[src/rtl/uart_pkg.sv]
// Shared UART definitions: frame constants, FSM state encoding and the parity
// helper used by both the transmitter and the receive-side parity checker.
`timescale 1ns/1ps
package uart_pkg;

  localparam int DATA_BITS  = 8;
  localparam int FRAME_BITS = 11;

  typedef enum logic [2:0] {
    ST_IDLE   = 3'd0,
    ST_START  = 3'd1,
    ST_DATA   = 3'd2,
    ST_PARITY = 3'd3,
    ST_STOP   = 3'd4
  } uart_state_e;

  // Even parity makes the total count of ones even; odd parity makes it odd.
  function automatic logic parity_bit(input logic [DATA_BITS-1:0] data, input logic odd);
    return odd ? ~^data : ^data;
  endfunction

endpackage

[src/rtl/uart_baud_tick.sv]
// Bit-period timer: pulses bit_tick in the last cycle of every CLKS_PER_BIT-cycle period.
// With CLKS_PER_BIT=1 the count never leaves zero, so bit_tick stays high.
`timescale 1ns/1ps
module uart_baud_tick #(
  parameter int CLKS_PER_BIT = 1
) (
  input  logic clk,
  input  logic clear,
  output logic bit_tick
);

  logic [15:0] cnt;

  assign bit_tick = (cnt == 16'(CLKS_PER_BIT - 1));

  always_ff @(posedge clk) begin
    if (clear || bit_tick) begin
      cnt <= '0;
    end else begin
      cnt <= cnt + 16'd1;
    end
  end

endmodule

[src/rtl/uart_tx_parity.sv]
// 8-bit UART transmitter with parity and a one-entry holding register.
// Frame: start(0), d0..d7, parity, stop(1); back-to-back frames when a byte is waiting.
`timescale 1ns/1ps
module uart_tx_parity
  import uart_pkg::*;
#(
  parameter int CLKS_PER_BIT = 1,
  parameter bit PARITY_ODD   = 1'b0
) (
  input  logic                 clk,
  input  logic                 reset,
  input  logic                 Mreset,
  input  logic [DATA_BITS-1:0] Din,
  input  logic                 Din_valid,
  output logic                 Din_ready,
  output logic                 Tx_out,
  output logic                 busy,
  output logic                 done
);

  uart_state_e          state, state_next;
  logic [2:0]           bit_cnt, bit_cnt_next;
  logic [DATA_BITS-1:0] shift_q, shift_next;
  logic                 par_q, par_next;
  logic [DATA_BITS-1:0] hold_data;
  logic                 hold_full, hold_full_next;
  logic                 load, accept, kill, bit_tick, tx_next;

  assign kill      = reset || Mreset;
  assign accept    = Din_valid && !hold_full;
  assign Din_ready = !hold_full;
  assign busy      = (state != ST_IDLE);
  assign done      = (state == ST_STOP) && bit_tick && !kill;

  uart_baud_tick #(.CLKS_PER_BIT(CLKS_PER_BIT)) u_baud (
    .clk      (clk),
    .clear    (kill || (state == ST_IDLE)),
    .bit_tick (bit_tick)
  );

  always_comb begin
    state_next     = state;
    bit_cnt_next   = bit_cnt;
    shift_next     = shift_q;
    par_next       = par_q;
    load           = 1'b0;
    tx_next        = 1'b1;

    case (state)
      ST_IDLE: begin
        if (hold_full) begin
          state_next = ST_START;
          load       = 1'b1;
        end
      end
      ST_START: begin
        if (bit_tick) state_next = ST_DATA;
      end
      ST_DATA: begin
        if (bit_tick) begin
          if (bit_cnt == 3'd7) begin
            state_next   = ST_PARITY;
            bit_cnt_next = 3'd0;
          end else begin
            bit_cnt_next = bit_cnt + 3'd1;
          end
        end
      end
      ST_PARITY: begin
        if (bit_tick) state_next = ST_STOP;
      end
      ST_STOP: begin
        if (bit_tick) begin
          if (hold_full) begin
            state_next = ST_START;
            load       = 1'b1;
          end else begin
            state_next = ST_IDLE;
          end
        end
      end
      default: begin
        state_next   = ST_IDLE;
        bit_cnt_next = 3'd0;
      end
    endcase

    if (load) begin
      shift_next = hold_data;
      par_next   = parity_bit(hold_data, PARITY_ODD);
    end

    // The line is registered, so it is derived from the values the FSM is about to enter.
    case (state_next)
      ST_START:  tx_next = 1'b0;
      ST_DATA:   tx_next = shift_next[bit_cnt_next];
      ST_PARITY: tx_next = par_next;
      default:   tx_next = 1'b1;
    endcase

    hold_full_next = load ? 1'b0 : (accept ? 1'b1 : hold_full);
  end

  always_ff @(posedge clk) begin
    if (kill) begin
      state     <= ST_IDLE;
      bit_cnt   <= 3'd0;
      shift_q   <= '0;
      par_q     <= 1'b0;
      hold_data <= '0;
      hold_full <= 1'b0;
      Tx_out    <= 1'b1;
    end else begin
      state     <= state_next;
      bit_cnt   <= bit_cnt_next;
      shift_q   <= shift_next;
      par_q     <= par_next;
      hold_full <= hold_full_next;
      Tx_out    <= tx_next;
      if (accept) hold_data <= Din;
    end
  end

endmodule

[config.mk]
export PLATFORM = sky130hd
export DESIGN_NAME = uart_tx_parity
export DESIGN_NICKNAME = d
export VERILOG_FILES = /design/src/rtl/uart_pkg.sv /design/src/rtl/uart_baud_tick.sv /design/src/rtl/uart_tx_parity.sv
export SDC_FILE = /design/constraint.sdc
export NUM_CORES = 1
export LEC_CHECK = 0
export ABC_AREA = 1
export BUFFER_PORTS_ARGS = -buffer_cell sky130_fd_sc_hd__buf_2
export CORE_ASPECT_RATIO = 2
export CORE_MARGIN = 3
export CORE_UTILIZATION = 45
export CTS_CLUSTER_DIAMETER = 200
export CTS_CLUSTER_SIZE = 30
export DETAILED_ROUTE_END_ITERATION = 7
export PLACE_DENSITY_LB_ADDON = 0.15
export SYNTH_ARGS = -nofsm -noshare
export SYNTH_HDL_FRONTEND = slang
export SYNTH_HIERARCHICAL = 1
export SYNTH_SLANG_ARGS = --single-unit
export TNS_END_PERCENT = 30
[constraint.sdc]
create_clock -name clk -period 3 [get_ports clk]
set_input_delay 0 -clock clk [delete_from_list [all_inputs] [get_ports clk]]
set_output_delay 0 -clock clk [all_outputs]
set_load 0.005 [all_outputs]
==> flow_summary.json, run 1 <==
{
  "place_congestion": 0.865,
  "r2r_cells": 15,
  "nets": 377,
  "finalSetupViolations": 0,
  "cpMostUsedCell": "inv_1",
  "antenna_found_initial": 0,
  "cts_resized": 0,
  "power_density_mw_per_mm2": 390,
  "grt_pass1_wl_um": 9180,
  "synth-edff-count": 0,
  "io_pins": 16,
  "max_slew_margin": 0.671,
  "syn-num-nets": 356,
  "top_layer_used": "met4",
  "area_delta_synth_final_pct": 10.0,
  "netlist_area_mm2": 0.00227,
  "crit_required_ns": 3.19,
  "syn_inst": 340,
  "hold_buffers": 7,
  "cp_slowest_cell": "dfxtp_1",
  "min_to": "hold_data[4]$_SDFFE_PP0P_",
  "avgSynthCellArea_um2": 6.68,
  "drt_iter0_drc": 48,
  "crit_type": "reg2reg",
  "dp_hpwl_um": 4300,
  "hp-class": "in2reg",
  "drive_gt1_frac": 0.114,
  "first_global_vias": 2110,
  "path_buf_inv": 5,
  "finalClockSkew_ns": 0.00680,
  "worstSetupEndpointType": "register",
  "h-tree-depth": 2,
  "min_from": "Din[4]",
  "critPathMaxFanout": 11,
  "wl_um": 5310,
  "die_area_mm2": 0.00598,
  "synth_warnings": 6,
  "fmax_mhz": 445,
  "cts_root_buf": "clkbuf_8",
  "synth.top_cells.by_area": "dfxtp_1, nand2_1, nor2_1",
  "core-area_mm2": 0.00486,
  "vias": 2093,
  "worst_slew_pin_slew_ns": 0.490,
  "route.detailed.drc": 0,
  "ys_seq_area_frac": 0.362,
  "num_antenna_cells": 0,
  "path_clk_slew_ns": 0.07,
  "start_util": 0.467,
  "row_count": 36,
  "synth.most_common_cell": "nand2_1",
  "clockBufferDepth": 2,
  "crit_chain": "inv_1 > ha_1 > nand3_1 > nor2_1 > nand2_2 > inv_1 > inv_2 > nand2_4 > nand3_2 > inv_1 > or2_2 > nand3_1 > nand2_1 > inv_1 > nand2_1",
  "clk_latency_ns": 0.29,
  "status": "complete, no violations",
  "timing.rr.start": "u_baud/cnt[0]$_SDFF_PP0_",
  "drt-met1-wl_um": 1730,
  "grt_overflow": 0,
  "clock_sinks": 41,
  "min_path_cells": 3,
  "async_flop_share": 0,
  "die_h_um": 106,
  "drv_slew": 0,
  "wl_per_cell_um": 12.7,
  "synth_top_area_cell": "dfxtp_1",
  "total_leakage_power_uw": 0.00111,
  "cts_tree": "built",
  "wl_met3_um": 124,
  "synth_top_area_share": 0.362,
  "r2r-end": "Tx_out$_SDFF_PP1_",
  "dr_wl_met2_um": 3190,
  "netlist_top_cells_count": "nand2_1, nor2_1, inv_1",
  "cp-start-kind": "register",
  "hold_viol_final": 0,
  "fin_util": 0.513,
  "post_cts_buffers": 0,
  "final.setup.tns_ns": 0,
  "synth_cell_types": 33,
  "period_needed_ns": 2.25,
  "max_cap_violations": 0,
  "critical-path-max-stage-delay_ns": 0.44,
  "finalCritPeriodShare": 0.750,
  "ant_nets": 0,
  "grt_max_degree": 18,
  "ir_drop_uv": 277,
  "rrSetupSlack_ns": 0.75,
  "cp_data_arrival_time_ns": 2.44,
  "synth_flop_cell": "dfxtp_1",
  "vias_per_cell": 5.02,
  "place.port_buffers": 15,
  "fp.dieW_um": 56.2,
  "hold_slack_ns": 0.00873,
  "critical_path.top_delay_family": "simple AND/OR/NAND/NOR gates",
  "synth-seq-cells": 41,
  "numCtsBuffers": 5,
  "drt-pass1-iter-count": 6,
  "rsz0062_at_grt": "no",
  "grt_usage": 0.198
}
## cells by family (layout without fill, tap and decap cells)
group	after synthesis	after routing	share of synthesized area
compound gates	38	38	0.0959
xor+xnor	11	11	0.0424
fa+ha+maj	4	4	0.0221
buf+inv	57	77	0.110
flops	41	41	0.362
simple gates	189	189	0.368
## cell type report
class                   instances  area (um2)
clock buffers                   5        68.8
clock inverters                 1        5.00
fillers                       548        2370
inverters                      48         180
multi-input cells             242        1200
flip-flops and latches         41         821
well taps                      57        71.3
repair buffers                 23         153
## worst max path at each step
stage	depth (start not counted)	slack (ns)	end	startpoint
2_1_floorplan	16	1.11	Tx_out$_SDFF_PP1_	u_baud/cnt[0]$_SDFF_PP0_
3_3_place_gp	15	0.82	Tx_out$_SDFF_PP1_	u_baud/cnt[0]$_SDFF_PP0_
3_5_place_dp	15	0.76	Tx_out$_SDFF_PP1_	u_baud/cnt[0]$_SDFF_PP0_
4_1_cts	15	0.74	Tx_out$_SDFF_PP1_	u_baud/cnt[0]$_SDFF_PP0_
5_1_grt	17	0.51	Tx_out$_SDFF_PP1_	u_baud/cnt[0]$_SDFF_PP0_
6_report	15	0.75	Tx_out$_SDFF_PP1_	u_baud/cnt[0]$_SDFF_PP0_
## cells in the final DEF (no fill, tap or decap), types with 2 or more instances in the layout
master,count
xor2_1,6
clkbuf_8,5
o21ai_0,13
ha_1,4
dfxtp_1,41
buf_2,15
nand3_1,24
inv_2,2
nand2_1,82
dlygate4sd3_1,7
a21oi_1,16
o21ai_2,2
nand3_2,3
nand2_4,2
nand2_2,4
nor2_1,53
nor2_2,3
xnor2_1,5
nand4_1,12
or2_2,2
inv_1,45
o21bai_1,2
## power breakdown
| group | total [uW] | internal, uW | switching, uW |
|---|---|---|---|
| combinational | 80.8 | 33.2 | 47.7 |
| clock | 331 | 153 | 178 |
| sequential | 561 | 552 | 9.28 |
| total | 973 | 738 | 235 |
## registers in the layout, summed over array words and instances (netlist names)
| signal | cells |
|---|---|
| shift_q | 8 |
| hold_data | 8 |
| bit_cnt | 3 |
| Tx_out | 1 |
| par_q | 1 |
| hold_full | 1 |
| state | 3 |
| u_baud/cnt | 16 |
## stage by stage
step	total power (uW)	cells	instance area [um2]	worst slack [ns]
final	973	417	2500	0.751
after global routing	1020	417	2500	0.508
after CTS	989	417	2500	0.745
after detailed placement	649	404	2350	0.761
after global placement	648	404	2350	0.822
after floorplan	625	340	2270	1.11
## per-layer routing
metal | GRT usage | up-vias
met4 | 0.115 | 0
li1 | - | 1111
met5 | 0 | -
met3 | 0.0267 | 19
met2 | 0.411 | 38
met1 | 0.165 | 925
## worst min-delay path, stage by stage
cell and delay [ns]:
buf_2 0.07, o21ai_0 0.07, a21oi_1 0.11
Note: power is estimated with default switching activity, not from simulation.
==> run 2, diff against run 1 <==
--- a/config.mk
+++ b/config.mk
@@ -5,7 +5,7 @@
 export SDC_FILE = /design/constraint.sdc
 export NUM_CORES = 1
 export LEC_CHECK = 0
-export ABC_AREA = 1
+export ABC_AREA = 0
 export BUFFER_PORTS_ARGS = -buffer_cell sky130_fd_sc_hd__buf_2
 export CORE_ASPECT_RATIO = 2
 export CORE_MARGIN = 3
==> constraint.sdc (replaced) <==
create_clock -name clk -period 2.1 [get_ports clk]
set_input_delay 0 -clock clk [delete_from_list [all_inputs] [get_ports clk]]
set_output_delay 0 -clock clk [all_outputs]
set_load 0.005 [all_outputs]
==> run 2 against run 1 <==
Effect of this change: the run now ends with negative setup slack left; via count decreased by 8.9%; worst setup slack got worse by 0.82 ns; routed wire length about the same; non-clock buffer count increased by 43; clock skew increased by 0.0011 ns; sequential share of layout area decreased by 3.2 points; worst hold slack improved by 0.27 ns; cell count decreased by 13%; fmax increased by 3.9%; synthesized cell count decreased by 27%; critical path depth decreased by 5; critical endpoint unchanged.
==> flow_summary.json, run 2 <==
{
  "timing.rr.start": "u_baud/cnt[1]$_SDFF_PP0_",
  "hold_viol_final": 0,
  "drt_iter0_drc": 21,
  "clockBufferDepth": 2,
  "synth.most_common_cell": "dfxtp_1",
  "wl_um": 5300,
  "finalClockSkew_ns": 0.00787,
  "io_pins": 16,
  "drv_slew": 0,
  "area_delta_synth_final_pct": 27.1,
  "ant_nets": 0,
  "min_to": "u_baud/cnt[1]$_SDFF_PP0_",
  "clk_latency_ns": 0.30,
  "finalCritPeriodShare": 1.03,
  "min_from": "reset",
  "largest_registers": "u_baud/cnt: 16 flops, hold_data: 8 flops, shift_q: 8 flops",
  "total_leakage_power_uw": 0.00107,
  "hold_slack_ns": 0.280,
  "clock_sinks": 41,
  "hp-class": "in2reg",
  "nets": 322,
  "setup_ws_ns": -0.0655,
  "min_path_cells": 6,
  "layout.cells.non_filler": 361,
  "fillCellCount": 453,
  "finalSetupViolations": 1,
  "fp.dieW_um": 55.2,
  "drt-pass1-iter-count": 4,
  "netlist_top_cells_count": "dfxtp_1, nor2_1, nand2_1",
  "place.port_buffers": 15,
  "first_global_vias": 1840,
  "crit_required_ns": 2.29,
  "status": "finished, violations left",
  "grt_usage": 0.188,
  "path_buf_inv": 1,
  "final.setup.tns_ns": -0.0655,
  "max_cap_violations": 0,
  "drive_gt1_frac": 0.291,
  "synth_flop_cell": "dfxtp_1",
  "synth-seq-cells": 41,
  "critPathMaxFanout": 5,
  "synth_warnings": 6,
  "cp_data_arrival_time_ns": 2.35,
  "cp-start-kind": "register",
  "placed_cell_area_mm2": 0.00255,
  "worstSetupEndpointType": "register",
  "ir_drop_uv": 429,
  "critical-path-max-stage-delay_ns": 0.50,
  "grt_overflow": 0,
  "cp_slowest_cell": "mux4_2",
  "ys_seq_area_frac": 0.376,
  "grt_max_degree": 26,
  "dp_hpwl_um": 3980,
  "dp_cells": 343,
  "period_needed_ns": 2.17,
  "final_cell_mix": "buf_4, dfxtp_1, nor2_1, nand2_1, xnor2_1",
  "critical_path.top_delay_family": "simple AND/OR/NAND/NOR gates",
  "h-tree-depth": 2,
  "netlist_area_mm2": 0.00218,
  "core-area_mm2": 0.00464,
  "max_slew_margin": 0.645,
  "vias": 1906,
  "crit_type": "reg2reg",
  "async_flop_share": 0,
  "route.detailed.drc": 0,
  "crit_chain": "inv_2 > ha_4 > nor4b_4 > and4_4 > nor2b_4 > nor3b_4 > nor2_2 > mux4_2 > mux2i_1 > o211ai_1",
  "place_congestion": 0.869,
  "cts_tree": "built",
  "layout_commonest_cell": "buf_4",
  "die_area_mm2": 0.00577,
  "rrSetupSlack_ns": -0.07,
  "synth_cell_types": 58,
  "avgSynthCellArea_um2": 8.83,
  "rsz0062_at_grt": "yes",
  "path_clk_slew_ns": 0.09,
  "r2r-end": "Tx_out$_SDFF_PP1_",
  "violations": "negative setup slack",
  "start_util": 0.470,
  "num_antenna_cells": 0,
  "synth_top_area_share": 0.376,
  "wl_per_cell_um": 14.7,
  "largest_register": "u_baud/cnt",
  "synth_top_area_cell": "dfxtp_1",
  "pre_cts_ws_ns": -0.196,
  "r2r_cells": 10,
  "synth-edff-count": 0,
  "vias_per_cell": 5.28,
  "syn_inst": 247,
  "syn-num-nets": 263,
  "fmax_mhz": 462,
  "fin_area_mm2": 0.00277,
  "largest_reg_flops": 16,
  "worst_slew_pin_slew_ns": 0.532,
  "grt_pass1_wl_um": 8600,
  "row_count": 35,
  "die_h_um": 104,
  "antenna_found_initial": 0,
  "synth.top_cells.by_area": "dfxtp_1, xnor2_1, nor2_1",
  "power_density_mw_per_mm2": 513,
  "numCtsBuffers": 5,
  "cts_root_buf": "clkbuf_8"
}
==> run 2: worst max-delay path by stage <==
stage,cells after the start,end,start
after floorplan,11,Tx_out$_SDFF_PP1_,u_baud/cnt[0]$_SDFF_PP0_
after global placement,9,Tx_out$_SDFF_PP1_,u_baud/cnt[5]$_SDFF_PP0_
after detailed placement,9,Tx_out$_SDFF_PP1_,u_baud/cnt[5]$_SDFF_PP0_
after CTS,10,Tx_out$_SDFF_PP1_,u_baud/cnt[0]$_SDFF_PP0_
after global routing,10,Tx_out$_SDFF_PP1_,u_baud/cnt[0]$_SDFF_PP0_
final,10,Tx_out$_SDFF_PP1_,u_baud/cnt[1]$_SDFF_PP0_
==> run 2: layout make-up <==
type	instances	area (um2)	area share
multi-input cells	181	1270	0.458
flip-flops and latches	41	823	0.297
repair buffers	66	487	0.176
clock buffers	6	72.6	0.0262
well taps	55	68.8	0.0248
inverters	11	41.3	0.0149
clock inverters	1	8.76	0.00316
==> run 2: layer usage <==
layer  wire (um)  up-vias  part of all wire  track usage
met5           0        -                 0            0
met4         116        0             0.022       0.0713
met3          94       10             0.018       0.0323
met2        3130       20              0.59        0.364
met1        1960      901              0.37        0.190
li1            -      975                 -            -
==> run 2: repair_timing <==
| action | CTS | global route |
|---|---|---|
| pin swaps | 6 | 3 |
| buffers inserted | 1 | 0 |
| setup endpoints to repair | 1 | 1 |
| hold buffers | 10 | 0 |
| endpoints found under the hold margin | 9 | 0 |
| resized for setup | 5 | 1 |
| gates cloned | 0 | 0 |
==> run 2: tightest hold or removal path, stage by stage <==
cell and delay (ns):
buf_2 0.08, nor2_1 0.04, nand2_1 0.06, or2_1 0.10, buf_4 0.21, nor2_1 0.05
==> run 2: report_power, final <==
group          leakage [uW]  internal (uW)  switching [uW]  total (uW)
combinational      0.000696           60.6            51.0         112
clock             0.0000412            231             286         517
sequential         0.000332            784            9.85         794
total               0.00107           1080             347        1420
==> run 2: kinds of logic after synthesis <==
group / synth area share
simple gates: 0.281
flops: 0.376
compound gates: 0.124
buf+inv: 0.0608
xor+xnor: 0.0884
mux: 0.0470
fa+ha+maj: 0.0229
==> run 2: per-stage QoR <==
stage          utilization  power [uW]
2_1_floorplan            -         875
3_3_place_gp         0.549         910
3_5_place_dp         0.549         910
4_1_cts              0.596        1420
5_1_grt              0.597        1470
6_report             0.597        1420
